==> src/rtl/comparador_serie_d_i.sv <==
// rtl/comparador_serie_d_i.sv - bit-serial LSB-first comparator, WIDTH+1 cycle latency
// Define SIGNED_CMP_EN for two's-complement operands (MSB step feeds the swapped pair).
module comparador_serie_d_i #(
  parameter int   WIDTH  = 8,
  parameter logic X_INIT = 1'b0
) (
  input  logic             clk,
  input  logic             rst,
  input  logic             inicio,
  input  logic [WIDTH-1:0] palabra_a,
  input  logic [WIDTH-1:0] palabra_b,
  output logic             ocupado,
  output logic             listo,
  output logic             menor,
  output logic             igual,
  output logic             mayor
);
  localparam int CW = $clog2(WIDTH);
  localparam logic [CW-1:0] LAST = CW'(WIDTH - 1);

  typedef enum logic [1:0] {IDLE, RUN, DONE} state_t;

  state_t           state, state_next;
  logic [WIDTH-1:0] sh_a, sh_b;
  logic [CW-1:0]    cnt;
  logic             x, eq;
  logic             start, last_bit;
  logic             a_bit, b_bit, x_next, eq_next;

  assign start    = (state == IDLE) && inicio;
  assign last_bit = (cnt == LAST);

`ifdef SIGNED_CMP_EN
  // The sign bit carries inverted weight, so the MSB cell sees (b,a).
  assign a_bit = last_bit ? sh_b[0] : sh_a[0];
  assign b_bit = last_bit ? sh_a[0] : sh_b[0];
`else
  assign a_bit = sh_a[0];
  assign b_bit = sh_b[0];
`endif

  assign x_next  = (~a_bit & b_bit) | (x & b_bit) | (x & ~a_bit);
  assign eq_next = eq & ~(a_bit ^ b_bit);

  always_ff @(posedge clk or posedge rst) begin
    if (rst) state <= IDLE;
    else     state <= state_next;
  end

  always_comb begin
    state_next = state;
    ocupado    = 1'b0;
    listo      = 1'b0;
    case (state)
      IDLE: if (inicio) state_next = RUN;
      RUN: begin
        ocupado = 1'b1;
        if (last_bit) state_next = DONE;
      end
      DONE: begin
        ocupado    = 1'b1;
        listo      = 1'b1;
        state_next = IDLE;
      end
      default: state_next = IDLE;
    endcase
  end

  always_ff @(posedge clk or posedge rst) begin
    if (rst) begin
      sh_a  <= '0;
      sh_b  <= '0;
      cnt   <= '0;
      x     <= 1'b0;
      eq    <= 1'b0;
      menor <= 1'b0;
      igual <= 1'b0;
      mayor <= 1'b0;
    end else if (start) begin
      sh_a <= palabra_a;
      sh_b <= palabra_b;
      cnt  <= '0;
      x    <= X_INIT;
      eq   <= 1'b1;
    end else if (state == RUN) begin
      sh_a <= {1'b0, sh_a[WIDTH-1:1]};
      sh_b <= {1'b0, sh_b[WIDTH-1:1]};
      cnt  <= cnt + 1'b1;
      x    <= x_next;
      eq   <= eq_next;
      // Results only move on the final bit so they stay stable throughout RUN.
      if (last_bit) begin
        menor <= x_next;
        igual <= eq_next;
        mayor <= ~x_next & ~eq_next;
      end
    end
  end
endmodule

==> config.mk <==
export PLATFORM = sky130hd
export DESIGN_NAME = comparador_serie_d_i
export DESIGN_NICKNAME = d
export VERILOG_FILES = /design/src/rtl/comparador_serie_d_i.sv
export SDC_FILE = /design/constraint.sdc
export NUM_CORES = 1
export LEC_CHECK = 0
export CAP_MARGIN = 40
export CORE_MARGIN = 2
export CORE_UTILIZATION = 32
export CTS_BUF_LIST = sky130_fd_sc_hd__clkbuf_8
export CTS_CLUSTER_SIZE = 8
export DETAILED_ROUTE_END_ITERATION = 12
export HOLD_SLACK_MARGIN = 0.05
export PLACE_DENSITY = 0.55
export SYNTH_ARGS = -nofsm -noshare
export SYNTH_HDL_FRONTEND = slang
export SYNTH_SLANG_ARGS = --single-unit
==> constraint.sdc <==
create_clock -name clk -period 2.8 [get_ports clk]
set_input_delay 0.28 -clock clk [delete_from_list [all_inputs] [get_ports clk]]
set_output_delay 0.28 -clock clk [all_outputs]
set_load 0.005 [all_outputs]
==> results.txt, run 1 <==
- Run status: finished, final reports clean
- In this run the number of H-tree levels came out at 1.
* Nature of the critical path startpoint: register
- The final number of hold-violating endpoints is 0.
- Gate count of the mapped netlist: 121
* Crit-path max cell delay: 550 ps
- Wire length of the first global-routing pass: 4050 um
* Post-layout nets: 171
- Across all layers, the routed design uses 884 vias.
* Highest routing layer actually used: met4
- Overall power after layout: 0.00161 W
- The core region is 3740 um^2.
* DIE AREA: 4520 um^2
- Hold buffer count at cts: 0
- Buffers inserted during clock tree synthesis total 3.
- For this design the ratio of total power to cell area is 992 nW/um^2.
* Dpl cell area: 1550 um^2
- Final setup fails: 0
- After detailed routing, the met3 layer carries 83 um of wire.
- The detail route stage leaves a number of antenna-violating nets equal to 0.
- Gates resized, CTS repair: 0
* Multi-input logic area: 544 um^2
* Warning count from the yosys run: 0
- Avg Inst Size Synth: 10.6 um^2
- Die width: 67.2 um
- Worst flop-to-flop path startpoint: state[0]
- Setup total negative slack: 0 ps
- The number of global-route vias before repair is 910.
* Post-synthesis instance area: 1280 um^2
* Setup Skew: 0.994 ps
- Sequential cell area: 651 um^2
* Total length of routed met2 wires: 1080 um
* Antenna cells: 0
- Die Ht: 67.2 um
- Pins Over Slew Limit: 0
* Estimated wirelength of the detail-placed design: 1680 um
- CP Capture Type: register
- The worst-case IR drop observed on VDD is 353 uV.
* DRT iter0 DRCs: 23
- Required time worst endpoint: 2990 ps
- Top fanout value on the critical path: 20
* Initial antenna violation count: 0
- Clock tree buffer depth: 2
* Launching element of the worst setup path: state[0]
- The critical path is of the reg2reg type.
- Distinct cell type count of the synthesized netlist: 22
* CP Cell Sequence: inv_1, ha_1, and2_1, buf_4, nand2_1, o21ai_1
- Top achievable clock speed: 552 MHz
- Maximum number of pins on one net before global-route repair: 21
- Standard cell with the maximum stage delay on the critical path: and2_1
* Sequential share of the synthesized area: 0.509
- In the routed layout, each cell is associated on average with a via count of 4.60.
* Design area: 1620 um^2
- Remaining Overflow, GRT: 0
- Measured against its own limit, the worst slew margin works out to 0.566.
* DRC: 0
- Port Buffer Count: 23
- Of the cells placed in the final design, the portion with a size suffix greater than 1 is 0.0556.
* Clock latency on the worst-skew pair: 270 ps
- Clock-pin slew was measured on the worst setup and hold paths at 90 ps.
- Unrepaired setup endpoints after global routing: false
- Number of register bits inferred by synthesis: 26
- Number of fillers in the final layout: 379
* Placer Congestion: 0.731
- Clock tree from TritonCTS: built
* Nets in the synthesized netlist: 147
- Setup bufs post-CTS: 0
- The final layout contains routed wiring with a total length of 2280 um.
- Root buf cell: clkbuf_8
* Data arrival, critical path: 2010 ps
* Average detailed-routed wire length per instance: 11.9 um
* Period minus WS final: 1810 ps
* Most common library cell in the layout ignoring fill and taps: dfrtp_1
* Transition time at the pin with the least slew margin: 651 ps
- The initial utilization of the core area, before any placement, comes to 0.342.
* Final critical-path share of the clock period: 0.647
- The floorplan has 22 rows.
- In this run the worst hold path is classified as in2async.
* Count of pins on the block boundary: 24
- Sink Count: 26
- For this block, wires on met1 add up to 1090 um.
- Count of TritonRoute iterations in the first routing pass: 4
* Area Growth Syn to Fin: 26.8%
- In this run the static leakage power is 0.740 nW.
- Global Route Usage Sum: 0.119
- Max cap viols: 0
* Most frequent cells in the layout: 26 x dfrtp_1, 23 x clkdlybuf4s50_1, 21 x nand2_1
## worst max-delay path: cells and delay by family (launching register included)
family                     cells  cell delay (ps)
DFF                            1              400
AOI/OAI and AO/OA              1               80
and+or+nand+nor                2              630
adders and majority gates      1              180
buffers and inverters          2              440
## worst paths after layout
| path | to | slack, ps | cells past startpoint |
|---|---|---|---|
| worst max-delay path | sh_b[7] | 990 | 6 |
| worst min-delay path | sh_a[2] | 280 | 2 |
| worst max register to register | sh_b[7] | 990 | 6 |
| worst min register to register | mayor | 520 | 1 |
| max in group asynchronous | state[0] | 2100 | 3 |
| min in group clk | mayor | 520 | 1 |
## where the power goes
group / internal, W / switching (W) / total, W
clock: 0.000191 / 0.000121 / 0.000312
combinational: 0.000329 / 0.000342 / 0.000671
sequential: 0.000537 / 0.0000892 / 0.000627
total: 0.00106 / 0.000552 / 0.00161
## layout make-up
cell class              instances  share of cell area
multi-input cells              82               0.336
well taps                      48              0.0370
clock inverters                 1              0.0185
inverters                       6              0.0139
repair buffers                 26               0.168
clock buffers                   3              0.0255
flip-flops and latches         26               0.401
## state kept, by name, indices dropped and copies added, names as in the netlist
register,count
mayor,1
menor,1
sh_a,8
x,1
cnt,3
state,2
sh_b,8
eq,1
igual,1
## cell families (layout without fill, tap and decap cells)
| logic type | after synthesis | in the layout | synth area share |
|---|---|---|---|
| AOI/OAI and AO/OA | 28 | 28 | 0.118 |
| and+or+nand+nor | 28 | 28 | 0.0890 |
| DFF | 26 | 26 | 0.509 |
| muxes | 18 | 18 | 0.143 |
| buffers and inverters | 13 | 36 | 0.0655 |
| adders and majority gates | 7 | 7 | 0.0685 |
| xor gates and xnor gates | 1 | 1 | 0.00685 |
## layer usage
| layer | vias to the layer above | global-route usage |
|---|---|---|
| met5 | - | 0 |
| met4 | 0 | 0.0459 |
| met3 | 2 | 0.0200 |
| met2 | 14 | 0.196 |
| met1 | 416 | 0.156 |
| li1 | 452 | - |
## through the flow
step	util	hold slack (ps)	std cells	setup slack, ps
final	0.433	283	192	987
after global routing	0.433	309	192	784
after CTS	0.433	293	192	959
after detailed placement	0.414	503	188	879
after global placement	0.407	498	187	928
after floorplan	-	320	121	1470
## cells in the mapped netlist
master,n,area (um^2)
nand2_1,21,78.8
mux2_1,1,11.3
buf_6,3,33.8
o21a_1,1,7.51
a221oi_1,1,8.76
dfrtp_1,26,651
nor2b_1,1,6.26
xnor2_1,1,8.76
nor2_1,3,11.3
buf_4,3,22.5
o21ai_1,18,90.1
mux2_2,1,11.3
buf_2,1,5.00
a21oi_1,3,15.0
o31ai_1,2,15.0
mux2i_1,16,160
inv_1,6,22.5
and2_1,1,6.26
nand3_1,1,5.00
nand2b_1,1,6.26
ha_1,7,87.6
o21ai_0,3,15.0
Power figures use the tool's default switching activity.
==> run 2: changes to the inputs <==
--- a/config.mk
+++ b/config.mk
@@ -12,7 +12,7 @@
 export CTS_CLUSTER_SIZE = 8
 export DETAILED_ROUTE_END_ITERATION = 12
 export HOLD_SLACK_MARGIN = 0.05
-export PLACE_DENSITY = 0.55
+export PLACE_DENSITY = 0.57
 export SYNTH_ARGS = -nofsm -noshare
 export SYNTH_HDL_FRONTEND = slang
 export SYNTH_SLANG_ARGS = --single-unit
==> constraint.sdc (replaced) <==
create_clock -name clk -period 1.5 [get_ports clk]
set_input_delay 0.15 -clock clk [delete_from_list [all_inputs] [get_ports clk]]
set_output_delay 0.15 -clock clk [all_outputs]
set_load 0.005 [all_outputs]
==> run 2 against run 1 <==
Effect of this change:
- utilization increased by 1.0 points
- via count unchanged
- largest cell class unchanged
- count of clock-buffer cells in the layout increased by 1
- register-to-register slack got worse by 900 ps
- total power increased by 86%
- critical endpoint is now mayor
- combinational power increased by 100%
- sequential power increased by 87%
- sequential share of layout area decreased by 0.91 points
- die area unchanged
- global-route usage decreased by 0.30 points
- non-clock buffer count increased by 5
- hold slack got worse by 58 ps
==> results.txt, run 2 (same netlist as run 1, synthesis figures left out) <==
* Unrepaired setup endpoints after global routing: false (unchanged)
* Dpl cell area: 1550 um^2 (about the same)
- The biggest fanout along the worst timing path came to 4 (was 20).
- Final count of hold timing violations: 0 (unchanged)
- The kind of launch point of the worst setup path was a register (unchanged).
- Setup WS post-layout: 89.2 ps (was 987 ps)
- Minimum setup slack among reg-to-reg paths: 90 ps (was 990 ps)
* Setup total negative slack: 0 ps (unchanged)
* Average detailed-routed wire length per instance: 11.5 um (was 11.9 um)
- Data arrival, critical path: 1570 ps (was 2010 ps)
* Max rail drop VDD: 794 uV (was 353 uV)
* Via count of the first global-routing pass: 885 (was 910)
- The core region area is 3740 um^2 (unchanged).
- Hold/Removal Path Class: in2async (unchanged)
- Most common library cell in the layout ignoring fill and taps: dfrtp_1 (unchanged)
* Maximum number of pins on one net before global-route repair: 27 (was 21)
* Area Growth Syn to Fin: 29.7% (was 26.8%)
- Clock tree buffer depth: 2 (unchanged)
- The first-pass GRT wire length is 3960 um (was 4050 um).
- The share of the clock period used by the worst path after layout was 0.941 (was 0.647).
- Design area: 1660 um^2 (was 1620 um^2)
- Antenna cells: 0 (unchanged)
- Multi-input logic area: 564 um^2 (was 544 um^2)
- The deepest level of the CTS H-tree came to 1 (unchanged).
* Max cap viols: 0 (unchanged)
- The count of TritonRoute iterations in the first routing pass came to 4 (unchanged).
- Regs by FF count: sh_a (8), sh_b (8), cnt (3) (unchanged).
* Antenna viol nets, final: 0 (unchanged)
- Most frequent cells in the layout: 26 x dfrtp_1, 21 x nand2_1, 21 x clkdlybuf4s50_1 (was 26 x dfrtp_1, 23 x clkdlybuf4s50_1, 21 x nand2_1)
* Placer Congestion: 0.720 (was 0.731)
- Reg2reg end: mayor (was sh_b[7])
- The worst setup slack after placement came to 98.4 ps (was 879 ps).
- The total power divided by cell area was 1810 nW/um^2 (was 992 nW/um^2).
- Run status: finished, final reports clean (unchanged).
* DIE AREA: 4520 um^2 (unchanged)
- Clock transition at the registers of the reported paths: 90 ps (about the same)
* Sink Count: 26 (unchanged)
- Clock latency on the worst-skew pair: 270 ps (about the same)
- The number of rows in the core area came to 22 (unchanged).
* Initial Util: 0.342 (unchanged)
- Register-to-Register Path Depth: 6 (unchanged)
* Avg Vias per Cell: 4.49 (was 4.60)
* DRC: 0 (unchanged)
* Count of pins on the block boundary: 24 (unchanged)
- Non-filler instance count after layout: 197 (was 192)
- The relative slew slack came to 0.780 (was 0.566).
* Cts bufs inserted: 3 (unchanged)
- Via count: 884 (unchanged)
- The total detailed-routing wirelength was 2260 um (was 2280 um).
- The static leakage power is 0.766 nW (was 0.740 nW).
- Hold buffer count at cts: 0 (unchanged)
- The number of violations reported at the end of detailed-routing iteration 0 came to 38 (was 23).
* Port Buffer Count: 23 (unchanged)
* Setup Skew: 5.29 ps (was 0.994 ps)
- The half-perimeter wire length after detailed placement came to 1640 um (was 1680 um).
* Sequential cell area: 651 um^2 (unchanged)
- The peak clock frequency supported by timing was 709 MHz (was 552 MHz).
* Final core occ: 0.443 (was 0.433)
- The root cell of the clock tree is clkbuf_8 (unchanged).
- The number of nets in the final layout was 176 (was 171).
- The data required time at the worst endpoint was 1660 ps (was 2990 ps).
- The critical path endpoint category is a register (unchanged).
- Die Ht: 67.2 um (unchanged)
- The clock tree from TritonCTS is built (unchanged).
- Worst flop-to-flop path startpoint: state[1] (was state[0])
* Remaining Overflow, GRT: 0 (unchanged)
- The count of fill cells added during filler insertion is 389 (was 379).
* Global Route Usage Sum: 0.116 (was 0.119)
- The start-to-end type of the worst setup path is reg2reg (unchanged).
- Period minus WS final: 1410 ps (was 1810 ps)
- Final setup fails: 0 (unchanged)
- The share of layout cells above drive strength 1 came to 0.141 (was 0.0556).
- The die outline width came to 67.2 um (unchanged).
- The number of cells in the design after placement is 190 (was 188).
* Initial antenna violation count: 0 (unchanged)
* Pins Over Slew Limit: 0 (unchanged)
- The slew at the pin closest to its max-slew limit is 330 ps (was 651 ps).
## run 2: repair_timing
action,in CTS,in global routing
hold endpoints to repair,0,0
endpoints found under the setup margin,2,19
buffers inserted,3,0
gates resized for setup,4,13
## run 2: routing by layer
| layer | GRT usage | wire [um] | up-vias | part of all wire |
|---|---|---|---|---|
| met1 | 0.159 | 1070 | 400 | 0.48 |
| li1 | - | - | 467 | - |
| met4 | 0.0459 | 20 | 0 | 0.0088 |
| met5 | 0 | 0 | - | 0 |
| met3 | 0.0150 | 69 | 2 | 0.031 |
| met2 | 0.186 | 1100 | 15 | 0.48 |
## run 2: layout make-up
class                   count  area share
repair buffers             31       0.183
multi-input cells          82       0.340
clock buffers               4      0.0332
flip-flops and latches     26       0.392
well taps                  48      0.0362
inverters                   6      0.0151
## run 2: critical path: stages (launching register included)
cell	delay, ps
dfrtp_1	390
buf_4	140
inv_4	50
ha_1	170
nand2_1	110
nand3_2	120
mux2_2	330
## run 2: worst max path at each step
stage | startpoint | end | slack (ps)
CTS | state[1] | ocupado | 20
global route | state[1] | sh_a[6] | 20
finish | state[1] | mayor | 90
global placement | inicio | mayor | 130
floorplan | cnt[0] | state[0] | 170
detailed placement | state[0] | state[0] | 100
## run 2: per-stage QoR
stage,hold slack [ps],total power (W)
CTS,243,0.00295
global placement,493,0.00243
finish,225,0.00300
global route,274,0.00329
detailed placement,504,0.00248
floorplan,190,0.00218
## run 2: power breakdown
group	leakage, nW	internal, W	switching, W
logic	0.409	0.000704	0.000668
clock network	0.0288	0.000234	0.000217
registers	0.329	0.00100	0.000172
